`config.mk`:
```
export PLATFORM = sky130hd
export DESIGN_NAME = mc_alu
export DESIGN_NICKNAME = d
export VERILOG_FILES = /design/src/rtl/mc_alu_pkg.sv /design/src/rtl/mc_alu_mul_iter_32.sv /design/src/rtl/mc_alu.sv
export SDC_FILE = /design/constraint.sdc
export NUM_CORES = 1
export LEC_CHECK = 0
export ABC_CLOCK_PERIOD_IN_PS = 11250
export CORE_MARGIN = 10
export CORE_UTILIZATION = 40
export CTS_CLUSTER_DIAMETER = 80
export DETAILED_ROUTE_END_ITERATION = 16
export GPL_ROUTABILITY_DRIVEN = 1
export PLACE_DENSITY = 0.56
export SLEW_MARGIN = 40
export SYNTH_ARGS = -nofsm -noshare
export SYNTH_HDL_FRONTEND = slang
export SYNTH_SLANG_ARGS = --single-unit
```
`constraint.sdc`:
```
create_clock -name clk -period 11.25 [get_ports clk]
set_clock_uncertainty 0.05 [all_clocks]
set_input_delay 3.375 -clock clk [delete_from_list [all_inputs] [get_ports clk]]
set_output_delay 3.375 -clock clk [all_outputs]
set_load 0.02 [all_outputs]
```
`src/rtl/mc_alu_pkg.sv`:
```
// Shared definitions for the multi-cycle ALU: opcodes, FSM states, the
// multiply iteration count and the single-cycle ALU function.
package mc_alu_pkg;

  localparam int unsigned DATA_W    = 32;
  localparam int unsigned MUL_ITERS = 32;

  typedef enum logic [3:0] {
    OP_AND  = 4'b0000,
    OP_OR   = 4'b0001,
    OP_ADD  = 4'b0010,
    OP_XOR  = 4'b0011,
    OP_NOR  = 4'b0100,
    OP_SRL  = 4'b0101,
    OP_SUB  = 4'b0110,
    OP_SLT  = 4'b0111,
    OP_MULU = 4'b1000
  } alu_op_e;

  typedef enum logic [1:0] {
    ST_IDLE,
    ST_CALC,
    ST_MUL,
    ST_DONE
  } state_e;

  typedef struct packed {
    logic [DATA_W-1:0] res;
    logic              ovf;
  } alu_out_t;

  // MULU is handled by the iterative datapath, so it falls to the default here
  function automatic alu_out_t alu_calc(input logic [3:0] op,
                                        input logic [DATA_W-1:0] a,
                                        input logic [DATA_W-1:0] b);
    alu_out_t o;
    o = '0;
    case (op)
      OP_AND: o.res = a & b;
      OP_OR:  o.res = a | b;
      OP_ADD: begin
        o.res = a + b;
        o.ovf = (a[DATA_W-1] == b[DATA_W-1]) && (o.res[DATA_W-1] != a[DATA_W-1]);
      end
      OP_XOR: o.res = a ^ b;
      OP_NOR: o.res = ~(a | b);
      OP_SRL: o.res = b >> a[4:0];
      OP_SUB: begin
        o.res = a - b;
        o.ovf = (a[DATA_W-1] != b[DATA_W-1]) && (o.res[DATA_W-1] != a[DATA_W-1]);
      end
      OP_SLT: o.res = {{(DATA_W-1){1'b0}}, ($signed(a) < $signed(b))};
      default: o = '0;
    endcase
    return o;
  endfunction

endpackage

```
`src/rtl/mc_alu_mul_iter_32.sv`:
```
// Shift-add unsigned multiplier, one partial product per step; low 32 bits only.
module mul_iter_32
  import mc_alu_pkg::*;
(
  input  logic              clk,
  input  logic              rst,
  input  logic              load,
  input  logic              step,
  input  logic [DATA_W-1:0] A,
  input  logic [DATA_W-1:0] B,
  output logic [DATA_W-1:0] prod,
  output logic              last
);

  logic [DATA_W-1:0] r_mcand;
  logic [DATA_W-1:0] r_mplier;
  logic [DATA_W-1:0] r_acc;
  logic [5:0]        r_cnt;

  logic [DATA_W-1:0] w_addend;
  logic [DATA_W-1:0] w_sum;

  assign w_addend = r_mplier[0] ? r_mcand : '0;
  assign w_sum    = r_acc + w_addend;
  // prod is the post-step accumulator so the final step's result can be captured on the same edge
  assign prod     = w_sum;
  assign last     = step && (r_cnt == 6'(MUL_ITERS - 1));

  always_ff @(posedge clk or posedge rst) begin
    if (rst) begin
      r_mcand  <= '0;
      r_mplier <= '0;
      r_acc    <= '0;
      r_cnt    <= '0;
    end else if (load) begin
      r_mcand  <= A;
      r_mplier <= B;
      r_acc    <= '0;
      r_cnt    <= '0;
    end else if (step) begin
      r_acc    <= w_sum;
      r_mcand  <= r_mcand << 1;
      r_mplier <= r_mplier >> 1;
      r_cnt    <= r_cnt + 6'd1;
    end
  end

endmodule

```
`src/rtl/mc_alu.sv`:
```
// Multi-cycle ALU: single-cycle logic/arith ops plus a 32-step iterative MULU,
// with registered result/flags and a one-cycle done pulse.
module mc_alu
  import mc_alu_pkg::*;
#(
  parameter int WIDTH = 32
) (
  input  logic             clk,
  input  logic             rst,
  input  logic             start,
  input  logic [WIDTH-1:0] A,
  input  logic [WIDTH-1:0] B,
  input  logic [3:0]       ALU_operation,
  output logic [WIDTH-1:0] res,
  output logic             zero,
  output logic             overflow,
  output logic             busy,
  output logic             done
);

  state_e     r_state;
  logic [WIDTH-1:0] r_a;
  logic [WIDTH-1:0] r_b;
  logic [3:0]       r_op;

  logic             w_accept;
  logic             w_load;
  logic             w_step;
  logic             w_last;
  logic [WIDTH-1:0] w_prod;
  alu_out_t         w_calc;

  assign w_accept = start && ((r_state == ST_IDLE) || (r_state == ST_DONE));
  assign w_load   = w_accept && (ALU_operation == OP_MULU);
  assign w_step   = (r_state == ST_MUL);
  assign w_calc   = alu_calc(r_op, r_a, r_b);

  mul_iter_32 u_mul (
    .clk  (clk),
    .rst  (rst),
    .load (w_load),
    .step (w_step),
    .A    (A),
    .B    (B),
    .prod (w_prod),
    .last (w_last)
  );

  always_ff @(posedge clk or posedge rst) begin
    if (rst) begin
      r_state  <= ST_IDLE;
      r_a      <= '0;
      r_b      <= '0;
      r_op     <= '0;
      res      <= '0;
      zero     <= 1'b1;
      overflow <= 1'b0;
      busy     <= 1'b0;
      done     <= 1'b0;
    end else begin
      case (r_state)
        ST_IDLE, ST_DONE: begin
          done <= 1'b0;
          if (start) begin
            r_a     <= A;
            r_b     <= B;
            r_op    <= ALU_operation;
            busy    <= 1'b1;
            r_state <= (ALU_operation == OP_MULU) ? ST_MUL : ST_CALC;
          end else begin
            r_state <= ST_IDLE;
          end
        end
        ST_CALC: begin
          res      <= w_calc.res;
          zero     <= ~|w_calc.res;
          overflow <= w_calc.ovf;
          busy     <= 1'b0;
          done     <= 1'b1;
          r_state  <= ST_DONE;
        end
        ST_MUL: begin
          if (w_last) begin
            res      <= w_prod;
            zero     <= ~|w_prod;
            overflow <= 1'b0;
            busy     <= 1'b0;
            done     <= 1'b1;
            r_state  <= ST_DONE;
          end
        end
        default: r_state <= ST_IDLE;
      endcase
    end
  end

endmodule

```
Word level (Yosys, flattened, before mapping). Index checks and enable logic that the tools add are counted. W data, S select, Z words.

Shift operators: 1. Muxes and demuxes: 25. Equality and inequality tests: 18. Add/sub/neg operators: 4. Magnitude comparators: 1. Bitwise gates (word level): 4. Reductions and logical operators: 18.

Operators with widths (count): $mux W32 (8); $pmux W32 S8 (1); $add A32 B32 Y32 (2); $pmux W32 S2 (1); $reduce_or A32 Y1 (2); $and A32 B32 Y32 (1); $lt A32 B32 Y1 (1); $not A32 Y32 (1); $or A32 B32 Y32 (1); $shr A32 B5 Y32 (1); $sub A32 B32 Y32 (1); $xor A32 B32 Y32 (1); $eq A4 B3 Y1 const B (4); $mux W6 (2); $eq A4 B2 Y1 const B (2); $add A6 B1 Y6 const B (1); $eq A6 B5 Y1 const B (1); $mux W2 (3); $pmux W1 S2 (3); $pmux W1 S3 (2); $pmux W2 S3 (1); $reduce_and A2 Y1 (3); $logic_and A1 B1 Y1 (5); $eq A2 B2 Y1 const B (2); other kinds (13) (21).

Register bits: 208. Output and inout port bits: 36.

Logic depth before layout (Yosys ltp).
Depth after elaboration: 6. Depth in mapped cells: 19. Depth with buffers taken out: 16.

Modules after synthesis. A second synthesis with hierarchy kept.

Cell total of the unflattened synthesis: 2230. Area total of the unflattened synthesis: 18933.2 um2.

Modules (own cells, without submodules): mc_alu (instances 1, cells each 1531, area an instance 12420.7 um2); mul_iter_32 (instances 1, cells each 699, area an instance 6512.5 um2).

Worst setup path before layout. No wires, ideal clock.

Path kind: input to register. Start point: input ALU_operation[0]. End point: register u_mul.r_mplier[10]. Buffers on the path: 3. Arrival time: 5.115 ns. Required time: 11.117 ns. Setup slack: 6.002 ns. Library setup time: 0.083 ns. Stages: 7. Cell sequence: or4b_2 -> nor2_1 -> clkbuf_1 -> clkbuf_1 -> clkbuf_1 -> nand2_1 -> o21ai_0.

Cells in the longest elaborated chain, start to end: 3. Elaborated cells between the ends (all ways): 4.

Ends and longest elaborated chain: start, declared (line mc_alu.sv:13) `input logic [3:0] ALU_operation,`; $eq A4 B4 Y1 * (line mc_alu.sv:34) `assign w_load = w_accept && (ALU_operation == OP_MULU);`; $logic_and A1 B1 Y1 * (line mc_alu.sv:34); $mux W32 / $reduce_bool A2 Y1 (equally long branches); end signal, assigned (line mc_alu_mul_iter_32.sv:43) `r_mplier <= r_mplier >> 1;`; end, declared (line mc_alu_mul_iter_32.sv:16) `logic [DATA_W-1:0] r_mplier;`.

Mark *: on every way between the ends. The rest lies on a longest branch, timed or not. A chain may end at the register's enable or synchronous reset.

Worst setup path in the final report.
Start point: register r_a[1]. End point: register zero.

Cells in the longest elaborated chain, start to end: 6. Elaborated cells between the ends (all ways): 12.

Ends and longest elaborated chain: start, declared (line mc_alu.sv:22) `logic [WIDTH-1:0] r_a;`; start signal, assigned (line mc_alu.sv:52) `r_a <= '0;`; start signal, assigned (line mc_alu.sv:65) `r_a <= A;`; parallel branches: the longest is 2 deep, another holds $sub A32 B32 Y32; $pmux W32 S8 * (line mc_alu_pkg.sv:38) `case (op)`; $reduce_or A32 Y1 * (line mc_alu.sv:76) `zero <= ~|w_calc.res;`; $logic_not A1 Y1 * (line mc_alu.sv:76); $pmux W1 S2 * (line mc_alu.sv:61) `case (r_state)`; end signal, assigned (line mc_alu.sv:76); end signal, assigned (line mc_alu.sv:85) `zero <= ~|w_prod;`; end, declared (line mc_alu.sv:15) `output logic zero,`.

Every way passes the cells marked *.

==> reports/qor.yml <==
status:
  run_status: "complete, no violations"
logic_synthesis:
  ys_seq_area_share_pct: 28.39
  yosys_warnings: 0
  synth-edff-count: 0
  ys_ff_latch: 208
  synthTopCellsByArea: "dfrtp_1 (28%), ha_1 (9.0%), mux2i_1 (5.6%), mux2_2 (5.2%), nand2_1 (5.2%)"
  synth-async-reset-ratio_pct: 100.0
  yosysTopAreaCell: "dfrtp_1"
  synth_area_per_cell_um2: 8.396
  syn_area_um2: 18340
  synthesis.nets: 2390
  synth_top_cell_area_share_pct: 28.25
  synth_cell_types: 85
  syn_inst: 2184
  ys.flop_type: "dfrtp_1"
clock_network:
  cts_hold_buf: 0
  cts_tree: "built"
  cts_made_buffers: 26
  root_buffer: "clkbuf_16"
  cts_resized: 0
  cts_setup_buffers: 0
  clk_pin_slew_ns: 0.07
  clock_sinks: 208
  htree_levels: 1
  insertion_delay_ns: 0.59
  clockBufferDepth: 3
sta:
  rsz0062_at_grt: "false"
  fmax_ghz: 0.1706
  slew_headroom_pct: 39.23
  worstMarginPinSlew_ns: 0.9032
  fin_crit_ns: 5.863
  worst_slack_ns: 5.387
  fin_crit_sh_pct: 52.12
  tns_ns: 0
  drv_slew: 0
  hold_violations: 0
  setup_viol: 0
worst_setup_path:
  critPathKind: "reg2reg"
  worstPathRequired_ns: 11.72
  worstPathArrival_ns: 6.34
  cp.buffers_inverters: 2
  crit_fanout: 50
  slowest_stage: "a221oi_1"
  cpLargestDelayFamily: "compound AO/OA/AOI/OAI gates"
  r2r-end: "zero"
  reg2regPathDepth: 14
  r2r_start: "r_a[1]"
  cp-end-kind: "flip-flop"
  path_depth: 14
  cp_slowest_stage_delay_ns: 0.80
  reg2reg_setup_slack_ns: 5.39
  cp_cell_sequence: "buf_4 -> inv_2 -> fa_1 -> nand3b_1 -> a2111oi_0 -> o21ai_0 -> a221oi_1 -> o211ai_1 -> a21boi_0 -> or4b_2 -> or4_1 -> nor4_2 -> nand2_1 -> nand3_1"
  startpoint_type: "flip-flop"
routing:
  drt-pass1-iter-count: 6
  drt_iter0_markers: 1861
  routed_via_density: 6.272
  drt-wirelength-per-cell_um: 27.38
  vias: 17810
  wl_um: 77770
  ant_nets: 0
  drc: 0
global_routing:
  grt_first_pass_wirelength_um: 115600
  groute.usage.overall_pct: 27.90
  grt_pass1_vias: 17030
  grt_overflow_total: 0
  antenna_found_initial: 2
  grt_max_degree: 138
cells_and_area:
  regArea_um2: 5209
  fin_cells: 2840
  antenna_cells: 0
  final_cell_area_um2: 20910
  nets: 2426
  drive_gt1_share_pct: 10.49
  synthToLayoutAreaGrowth_pct: 14.04
  fillers: 4509
  final_common_cell: "nand2_1"
  multi_input_area_um2: 12220
  final_cell_mix: "nand2_1 (254), dfrtp_1 (205), o21ai_0 (178)"
placed_design:
  placedCellCount: 2792
  numPortBuffers: 106
  dp_slack_ns: 5.076
  place.gp.congestion: 0.9984
  hpwl_um: 59880
  post_dp_cell_area_um2: 20040
floorplanning:
  core.rowCount: 78
  die_height_um: 234.1
  dieArea_um2: 54810
  coreArea_um2: 45380
  die_w_um: 234.1
  io_pins: 107
  initial_core_util_pct: 40.41
min_path:
  hold_start: "res[24]"
  hold_path_class: "reg2reg"
  min_path_cells: 2
  whs_endpoint: "res[24]"
flow_run:
  max_cap_violations: 0
sequential cells by signal, summed over array words and instances (netlist names), 4 cells and up:
signal	cells
r_a	32
r_b	32
res	32
u_mul.r_acc	32
u_mul.r_mcand	32
u_mul.r_mplier	32
u_mul.r_cnt	6
r_op	4
synthesized netlist by cell type, drive strengths merged (13+ instances only):
cell / n
ha: 132
nand4: 21
nand2b: 18
a21oi: 155
nand3: 48
buf: 41
o21ai: 184
inv: 109
mux2: 86
nor3: 36
a21o: 26
clkbuf: 104
xnor2: 26
a22oi: 13
o22ai: 24
o221ai: 20
a31oi: 18
xor2: 18
nor2b: 22
and2: 42
o31ai: 21
nor4: 20
nand2: 255
dfrtp: 207
nor2: 144
o21a: 16
mux4: 26
mux2i: 103
a221oi: 29
o211ai: 25
through the flow:
step | hold WS (ns) | util (%)
after floorplan | 0.4163 | -
after global placement | 0.4005 | 44.07
after detailed placement | 0.4066 | 44.17
after CTS | 0.4202 | 46.08
after global routing | 0.4606 | 46.08
final | 0.4123 | 46.08
how the worst max path moves through the flow:
stage / from / to / slack [ns]
2_1_floorplan: rst / busy / 2.15
3_3_place_gp: ALU_operation[0] / u_mul.r_mcand[16] / 4.97
3_5_place_dp: ALU_operation[0] / u_mul.r_mcand[27] / 5.08
4_1_cts: r_a[1] / zero / 5.57
5_1_grt: r_a[1] / zero / 5.17
6_report: r_a[1] / zero / 5.39
worst reg2reg max path, delay by kind of cell, from the launching register on:
family	cells	cell delay, ns
DFF	1	0.34
and+or+nand+nor	6	1.74
AOI/OAI and AO/OA	5	2.36
buffers and inverters	2	0.78
adders and majority gates	1	0.53
cell families (layout without fill, tap and decap cells):
family,Yosys count,after routing,synth area share (%)
buffers and inverters,255,311,5.349
XOR/XNOR,44,44,2.102
flip-flops,208,208,28.39
AND/OR/NAND/NOR,673,673,17.51
adder cells (fa/ha/maj),135,135,9.334
multiplexers,215,215,14.22
AO/OA/AOI/OAI,654,654,23.10
layout make-up:
class,instances,area share (%)
timing repair buffer,153,6.863
multi-input combinational,1721,58.45
clock buffer,36,3.482
clock inverter,12,0.6761
inverter,110,2.034
tap,600,3.590
sequential,208,24.91
routing by layer:
| layer | global-route usage (%) | routed length [um] |
|---|---|---|
| met1 | 40.44 | 35560 |
| met2 | 41.53 | 33180 |
| met3 | 5.535 | 6910 |
| met4 | 7.095 | 2111 |
| met5 | 0 | 0 |
Power is not shown: default switching activity piles up to over one toggle a cycle in this logic, so the estimate is an artifact.
